--- src/rtl/mif_pkg.sv ---
// Shared MCB instruction codes, credit limit and scheduler state encodings.
package mif_pkg;

  localparam logic [2:0] MCB_INSTR_WR = 3'b000;
  localparam logic [2:0] MCB_INSTR_RD = 3'b001;

  // Depth of the MCB read data FIFO in 64-bit words.
  localparam logic [6:0] CREDIT_MAX = 7'd64;

  typedef enum logic [1:0] {
    R_IDLE  = 2'd0,
    R_RUN   = 2'd1,
    R_DRAIN = 2'd2
  } rstate_t;

  typedef enum logic {
    W_FILL = 1'b0,
    W_CMD  = 1'b1
  } wstate_t;

endpackage

--- src/rtl/mif_wr_sched.sv ---
// Write-side scheduler: gathers pixel words into MCB bursts and issues
// p1 write commands, with partial-burst flush on frame start.
module mif_wr_sched
  import mif_pkg::*;
#(
  parameter logic [29:0] FB_BASE  = 30'h0,
  parameter logic [23:0] FB_WORDS = 24'd196608,
  parameter int          BURST    = 32
) (
  input  logic        i_clk,
  input  logic        i_rst_n,
  input  logic        i_calib,
  input  logic        i_vsync_rise,
  input  logic [63:0] i_pix_write,
  input  logic        i_pix_write_valid,
  output logic        o_pix_write_ready,
  output logic        o_cmd_en,
  output logic [2:0]  o_cmd_instr,
  output logic [5:0]  o_cmd_bl,
  output logic [29:0] o_cmd_byte_addr,
  input  logic        i_cmd_full,
  output logic        o_wr_en,
  output logic [7:0]  o_wr_mask,
  output logic [63:0] o_wr_data,
  input  logic        i_wr_full,
  output logic        o_state
);

  wstate_t     r_state, w_state_nxt;
  logic        r_run;
  logic [5:0]  r_cnt, w_cnt_nxt, w_cnt_inc;
  logic [5:0]  r_bl, w_bl_nxt;
  logic [29:0] r_addr, w_addr_nxt;
  logic [23:0] r_frame, w_frame_nxt;
  logic        r_flush, w_flush_nxt;

  // r_run keeps the write port quiet while reset is asserted.
  assign o_pix_write_ready = r_run && i_calib && !i_wr_full && (r_state == W_FILL);
  assign o_wr_en           = i_pix_write_valid && o_pix_write_ready;
  assign o_wr_data         = i_pix_write;
  assign o_wr_mask         = 8'h00;
  assign o_cmd_instr       = MCB_INSTR_WR;
  assign o_cmd_bl          = r_bl;
  assign o_cmd_byte_addr   = r_addr;
  assign o_state           = r_state;
  assign w_cnt_inc         = r_cnt + {5'd0, o_wr_en};

  // State and burst bookkeeping registers.
  always_ff @(posedge i_clk or negedge i_rst_n) begin
    if (!i_rst_n) begin
      r_state <= W_FILL;
      r_run   <= 1'b0;
      r_cnt   <= 6'd0;
      r_bl    <= 6'(BURST - 1);
      r_addr  <= FB_BASE;
      r_frame <= 24'd0;
      r_flush <= 1'b0;
    end else begin
      r_state <= w_state_nxt;
      r_run   <= 1'b1;
      r_cnt   <= w_cnt_nxt;
      r_bl    <= w_bl_nxt;
      r_addr  <= w_addr_nxt;
      r_frame <= w_frame_nxt;
      r_flush <= w_flush_nxt;
    end
  end

  // Next-state: fill a burst (or flush on vsync), then issue its command.
  // r_flush means the address returns to FB_BASE once the command is out.
  always_comb begin
    w_state_nxt = r_state;
    w_cnt_nxt   = r_cnt;
    w_bl_nxt    = r_bl;
    w_addr_nxt  = r_addr;
    w_frame_nxt = r_frame;
    w_flush_nxt = r_flush;
    o_cmd_en    = 1'b0;
    case (r_state)
      W_FILL: begin
        w_cnt_nxt = w_cnt_inc;
        if (w_cnt_inc == 6'(BURST)) begin
          w_state_nxt = W_CMD;
          w_bl_nxt    = 6'(BURST - 1);
          w_cnt_nxt   = 6'd0;
          w_flush_nxt = i_vsync_rise;
        end else if (i_vsync_rise) begin
          if (w_cnt_inc != 6'd0) begin
            w_state_nxt = W_CMD;
            w_bl_nxt    = w_cnt_inc - 6'd1;
            w_cnt_nxt   = 6'd0;
            w_flush_nxt = 1'b1;
          end else begin
            w_addr_nxt  = FB_BASE;
            w_frame_nxt = 24'd0;
          end
        end
      end
      W_CMD: begin
        if (i_vsync_rise) w_flush_nxt = 1'b1;
        if (i_calib && !i_cmd_full) begin
          o_cmd_en    = 1'b1;
          w_state_nxt = W_FILL;
          if (r_flush || i_vsync_rise ||
              ({1'b0, r_frame} + 25'(BURST) >= {1'b0, FB_WORDS})) begin
            w_addr_nxt  = FB_BASE;
            w_frame_nxt = 24'd0;
            w_flush_nxt = 1'b0;
          end else begin
            w_addr_nxt  = r_addr + 30'(BURST * 8);
            w_frame_nxt = r_frame + 24'(BURST);
          end
        end
      end
      default: w_state_nxt = W_FILL;
    endcase
  end

endmodule

--- src/rtl/mif_sched.sv ---
// Framebuffer scheduler between the pixel streams and two MCB user ports.
// valid/ready: a word transfers on a clk_mif rising edge where valid and
// ready are both high; the source holds valid and data until that edge.
module mif_sched
  import mif_pkg::*;
#(
  parameter logic [29:0] FB_BASE  = 30'h0,
  parameter logic [23:0] FB_WORDS = 24'd196608,
  parameter int          BURST    = 32
) (
  input  logic        clk_mif,
  input  logic        rst_n,
  input  logic        ddr_calib_done,
  input  logic        vsync,
  output logic [63:0] pix_read,
  output logic        pix_read_valid,
  input  logic        pix_read_ready,
  input  logic [63:0] pix_write,
  input  logic        pix_write_valid,
  output logic        pix_write_ready,
  output logic        p0_cmd_en,
  output logic [2:0]  p0_cmd_instr,
  output logic [5:0]  p0_cmd_bl,
  output logic [29:0] p0_cmd_byte_addr,
  input  logic        p0_cmd_full,
  output logic        p0_rd_en,
  input  logic [63:0] p0_rd_data,
  input  logic        p0_rd_empty,
  output logic        p1_cmd_en,
  output logic [2:0]  p1_cmd_instr,
  output logic [5:0]  p1_cmd_bl,
  output logic [29:0] p1_cmd_byte_addr,
  input  logic        p1_cmd_full,
  output logic        p1_wr_en,
  output logic [7:0]  p1_wr_mask,
  output logic [63:0] p1_wr_data,
  input  logic        p1_wr_full,
  output logic [1:0]  o_dbg_rstate,
  output logic        o_dbg_wstate
);

  rstate_t     r_rstate, w_rstate_nxt;
  logic        r_vsync_d;
  logic        w_vsync_rise;
  logic [6:0]  r_credit, w_credit_nxt;
  logic [29:0] r_rd_addr, w_rd_addr_nxt;
  logic [23:0] r_rd_left, w_rd_left_nxt;

  assign w_vsync_rise     = vsync && !r_vsync_d;
  assign pix_read         = p0_rd_data;
  assign pix_read_valid   = ddr_calib_done && !p0_rd_empty && (r_rstate == R_RUN);
  assign p0_rd_en         = ddr_calib_done &&
                            ((pix_read_valid && pix_read_ready) ||
                             ((r_rstate == R_DRAIN) && !p0_rd_empty));
  assign p0_cmd_instr     = MCB_INSTR_RD;
  assign p0_cmd_bl        = 6'(BURST - 1);
  assign p0_cmd_byte_addr = r_rd_addr;
  assign o_dbg_rstate     = r_rstate;

  // Read state, FIFO credit, address and remaining-word registers.
  always_ff @(posedge clk_mif or negedge rst_n) begin
    if (!rst_n) begin
      r_rstate  <= R_IDLE;
      r_vsync_d <= 1'b0;
      r_credit  <= CREDIT_MAX;
      r_rd_addr <= FB_BASE;
      r_rd_left <= 24'd0;
    end else begin
      r_rstate  <= w_rstate_nxt;
      r_vsync_d <= vsync;
      r_credit  <= w_credit_nxt;
      r_rd_addr <= w_rd_addr_nxt;
      r_rd_left <= w_rd_left_nxt;
    end
  end

  // Read next-state: prefetch bursts while the FIFO has room; on a new frame
  // with words still in flight, discard them before restarting at FB_BASE.
  always_comb begin
    w_rstate_nxt  = r_rstate;
    w_rd_addr_nxt = r_rd_addr;
    w_rd_left_nxt = r_rd_left;
    p0_cmd_en     = 1'b0;
    case (r_rstate)
      R_IDLE: begin
        if (ddr_calib_done && w_vsync_rise) begin
          w_rstate_nxt  = R_RUN;
          w_rd_addr_nxt = FB_BASE;
          w_rd_left_nxt = FB_WORDS;
        end
      end
      R_RUN: begin
        if (ddr_calib_done && w_vsync_rise) begin
          if (r_credit == CREDIT_MAX) begin
            w_rd_addr_nxt = FB_BASE;
            w_rd_left_nxt = FB_WORDS;
          end else begin
            w_rstate_nxt = R_DRAIN;
          end
        end else if (ddr_calib_done && (r_credit >= 7'(BURST)) &&
                     !p0_cmd_full && (r_rd_left != 24'd0)) begin
          p0_cmd_en     = 1'b1;
          w_rd_addr_nxt = r_rd_addr + 30'(BURST * 8);
          w_rd_left_nxt = r_rd_left - 24'(BURST);
        end
      end
      R_DRAIN: begin
        if (r_credit == CREDIT_MAX) begin
          w_rstate_nxt  = R_RUN;
          w_rd_addr_nxt = FB_BASE;
          w_rd_left_nxt = FB_WORDS;
        end
      end
      default: w_rstate_nxt = R_IDLE;
    endcase
    w_credit_nxt = r_credit - (p0_cmd_en ? 7'(BURST) : 7'd0) + {6'd0, p0_rd_en};
  end

  mif_wr_sched #(
    .FB_BASE  (FB_BASE),
    .FB_WORDS (FB_WORDS),
    .BURST    (BURST)
  ) u_wr_sched (
    .i_clk             (clk_mif),
    .i_rst_n           (rst_n),
    .i_calib           (ddr_calib_done),
    .i_vsync_rise      (w_vsync_rise),
    .i_pix_write       (pix_write),
    .i_pix_write_valid (pix_write_valid),
    .o_pix_write_ready (pix_write_ready),
    .o_cmd_en          (p1_cmd_en),
    .o_cmd_instr       (p1_cmd_instr),
    .o_cmd_bl          (p1_cmd_bl),
    .o_cmd_byte_addr   (p1_cmd_byte_addr),
    .i_cmd_full        (p1_cmd_full),
    .o_wr_en           (p1_wr_en),
    .o_wr_mask         (p1_wr_mask),
    .o_wr_data         (p1_wr_data),
    .i_wr_full         (p1_wr_full),
    .o_state           (o_dbg_wstate)
  );

endmodule
--- config.mk ---
export PLATFORM = sky130hd
export DESIGN_NAME = mif_sched
export DESIGN_NICKNAME = d
export VERILOG_FILES = /design/src/rtl/mif_pkg.sv /design/src/rtl/mif_wr_sched.sv /design/src/rtl/mif_sched.sv
export SDC_FILE = /design/constraint.sdc
export NUM_CORES = 1
export LEC_CHECK = 0
export CAP_MARGIN = 20
export CORE_MARGIN = 2
export CORE_UTILIZATION = 39
export DETAILED_ROUTE_END_ITERATION = 8
export GPL_TIMING_DRIVEN = 0
export PLACE_DENSITY = 0.89
export SYNTH_ARGS = -nofsm -noshare
export SYNTH_HDL_FRONTEND = slang
export SYNTH_HIERARCHICAL = 1
export SYNTH_SLANG_ARGS = --single-unit
--- constraint.sdc ---
create_clock -name clk_mif -period 3.2 [get_ports clk_mif]
set_input_delay 0.32 -clock clk_mif [delete_from_list [all_inputs] [get_ports clk_mif]]
set_output_delay 0.32 -clock clk_mif [all_outputs]
set_load 0.1 [all_outputs]
==> run summary <==
Routed wire length = 23000 um
Total of fill cells in the finished design = 1722
DP HPWL = 16400 um
XOR/XNOR share of the synthesized area = 2.70%
TritonCTS clock tree = built
Area used by multi-input combinational logic = 3960 um^2
Root buf cell = sky130_fd_sc_hd__clkbuf_16
Leakage power = 5.10 nW
Via count = 7831
GRT Resource Usage Total = 19.7%
Synth-to-layout area growth = 44.1%
Achievable Freq = 0.325 GHz
Initial DRC count = 685
Proportion of register bits with asynchronous set or reset after synthesis = 100%
Total grt overflow = 0
Number of I/O pins = 361
Maximum single-stage delay on the critical path = 1160 ps
Final-layout setup total negative slack = 0 ps
Buffer and inverter count on the worst path = 2
Die width = 148 um
Layout cell share with drive strength beyond 1 = 23.8%
Max rail drop VDD = 0.612 mV
Number of vias per cell = 5.36
Critical path fanouts, max = 6
Crit path time final = 3080 ps
Sequential cell area = 3020 um^2
Register bit count reported by yosys = 120
Sequential element share of the synthesized area = 37.1%
CTS clock-pin slew for the worst setup and hold paths = 60 ps
WS Path Type = reg -> out
Port bufs = 204
Top cell types by occurrence after synthesis = sky130_fd_sc_hd__buf_4 (157), sky130_fd_sc_hd__dfrtp_1 (114), sky130_fd_sc_hd__nand2_1 (90)
Core ar. = 20300 um^2
DRT Pass-1 Iters = 5
Yosys warnings = 6
Most frequently used flop master after synthesis = sky130_fd_sc_hd__dfrtp_1
Crit-path cells = inv_1 -> ha_1 -> a21oi_2 -> nor3b_4 -> clkdlybuf4s50_1
Outcome = completed
Most area-hungry cell type in the Yosys netlist = sky130_fd_sc_hd__dfrtp_1
Share of the clock period used by the worst path after layout = 96.2%
Final weighted congestion in routability-driven placement = 0.905
Power Dens Cells = 761 nW/um^2
Largest family of logic cells by synthesized area = compound AO/OA/AOI/OAI gates
Endpoints failing hold = 0
Clock Skew = 9.88 ps
Top-area cell type share of the netlist area = 35.2%
Multiplexer fraction of the synthesized cell area = 1.06%
Initial antenna violation count = 0
CTS H-Tree Depth = 4
Number of maximum-capacitance violations = 0
Class of the tightest hold or removal check = in -> async
Post-Synth Adder-Cell Area = 3.24%
Most frequently used cell type in the post-synthesis netlist = sky130_fd_sc_hd__buf_4
Starting Density = 40.0%
Worst Hold Slack = 319 ps
Final setup vio count = 0
Kind of cell adding the most delay to the critical path = buffers and inverters
Total clock sinks = 120
Largest net degree at the start of global routing = 97
Post-synthesis share of cell area spent on and, or, nand and nor gates = 17.7%
Maximum buffer depth of the clock tree = 2
Synthesized area per cell = 8.85 um^2
Endpoint kind of the worst setup timing path = primary output
Required time at the worst-slack endpoint = 2880 ps
DIE AREA = 22000 um^2
Unrepaired setup endpoints after global routing = false
Synth unique cells = 72
Total CTS buffers = 17
Cell Area, Synth = 8120 um^2
Remaining design rule violation count = 0
Worst Tran Pin Value = 1050 ps
Diodes inserted = 0
Post-synth EDFFs = 0
Die H = 148 um
Clock Latency Late Sink = 420 ps
Slew HR = 29.5%
Number of standard-cell rows in the floorplan = 52
Cell with the largest stage delay on the worst path = sky130_fd_sc_hd__clkdlybuf4s50_1
Net count, final = 1337
WL/cell = 15.7 um
Global-route wire length before repair = 35700 um
Utilization after layout = 57.6%
Final ANT Viol Nets = 0
Number of global-route vias before repair = 7273
Fraction of the mapped netlist area in compound gates = 20.0%
Cells after synthesis = 917
Number of pins exceeding their max-slew limit in the final report = 0
Arrival time of data at the critical path endpoint = 2760 ps
Cell types with the largest area share after synthesis = sky130_fd_sc_hd__dfrtp_1 (35%), sky130_fd_sc_hd__buf_4 (15%), sky130_fd_sc_hd__a21oi_1 (4.3%), sky130_fd_sc_hd__nand2_1 (4.2%), sky130_fd_sc_hd__ha_1 (3.2%)
CP Launch Type = register
==> power breakdown <==
part,switching [mW],leakage [nW],internal [mW]
sequential,0.246,1.62,1.78
clock,0.720,0.326,1.50
combinational,3.15,3.15,1.51
total,4.12,5.10,4.79
==> worst register-to-register path, delay by kind of cell (launching register included) <==
family / cells / cell delay, ps
AND/OR/NAND/NOR: 4 / 820
flip-flops: 1 / 500
buffers and inverters: 3 / 440
AO/OA/AOI/OAI: 4 / 600
adder cells (fa/ha/maj): 3 / 510
==> cells by family (layout without fill, tap and decap cells) <==
logic type,Yosys count,in the layout
AOI/OAI and AO/OA,240,240
xor gates and xnor gates,25,25
adders and majority gates,21,21
buffers and inverters,222,471
DFF,120,120
muxes,8,8
other,4,29
and+or+nand+nor,277,277
==> final timing paths <==
path / startpoint / end / slack [ps] / cells after the start
max in group asynchronous: rst_n / u_wr_sched/o_cmd_byte_addr[21] / 2100 / 3
setup / recovery: o_dbg_rstate[0] / p0_rd_en / 120 / 5
hold reg to reg: p0_cmd_byte_addr[5] / p0_cmd_byte_addr[5] / 480 / 1
min in group clk_mif: ddr_calib_done / u_wr_sched/o_state / 360 / 3
setup reg to reg: u_wr_sched/o_state / u_wr_sched/o_cmd_byte_addr[16] / 190 / 14
hold / removal: rst_n / p0_cmd_byte_addr[23] / 320 / 2
==> state kept, by name (all words and copies together), names as in the netlist <==
name / flops
r_credit: 7
u_wr_sched/r_cnt: 6
o_dbg_rstate: 2
u_wr_sched/o_cmd_byte_addr: 22
u_wr_sched/o_state: 1
u_wr_sched/r_frame: 19
u_wr_sched/o_cmd_bl: 6
r_vsync_d: 1
u_wr_sched/r_run: 1
r_rd_left: 24
p0_cmd_byte_addr: 30
u_wr_sched/r_flush: 1
==> per-stage QoR <==
step / total power, mW / instance area, um^2 / cells / worst slack, ps
floorplan: 5.46 / 8410 / 942 / -842
detailed placement: 6.44 / 10800 / 1417 / -312
global route: 9.35 / 11700 / 1461 / 9.55
global placement: 6.32 / 10800 / 1416 / -3880
finish: 8.90 / 11700 / 1461 / 120
CTS: 8.69 / 11500 / 1450 / 65.9
==> area by class of cell <==
type                    instances  area share (%)
plain buffers                 194            12.0
clock buffers                  20            3.90
clock inverters                12            1.90
inverters                      28           0.920
multi-input cells             600            33.8
flip-flops and latches        120            25.8
well taps                     270            2.89
repair buffers                217            18.7
==> repair_timing <==
| item | in CTS | in global routing |
|---|---|---|
| hold buffers | 1 | 0 |
| gates resized for setup | 3 | 19 |
| gates cloned | 0 | 2 |
| endpoints found under the setup margin | 1 | 28 |
| endpoints found under the hold margin | 18 | 0 |
| buffers inserted | 0 | 8 |
| pin swaps | 0 | 4 |
==> routing by layer <==
metal | track usage, % | wire (um)
met4 | 7.48 | 374
met2 | 34.4 | 11700
met1 | 23.9 | 8800
met3 | 4.02 | 2120
met5 | 0 | 0
==> cell usage in the layout, fill, tap and decap left out, types with 18 or more instances in the layout <==
master and n:
sky130_fd_sc_hd__a21oi_1 69, sky130_fd_sc_hd__and2_1 22, sky130_fd_sc_hd__buf_4 164, sky130_fd_sc_hd__clkbuf_1 22
sky130_fd_sc_hd__clkbuf_16 18, sky130_fd_sc_hd__clkdlybuf4s50_1 201, sky130_fd_sc_hd__conb_1 29, sky130_fd_sc_hd__dfrtp_1 111
sky130_fd_sc_hd__inv_1 25, sky130_fd_sc_hd__nand2_1 90, sky130_fd_sc_hd__nand3_1 38, sky130_fd_sc_hd__nor2_1 31
sky130_fd_sc_hd__o21ai_0 36, sky130_fd_sc_hd__o21ai_1 27
(Power assumes the default switching activity.)
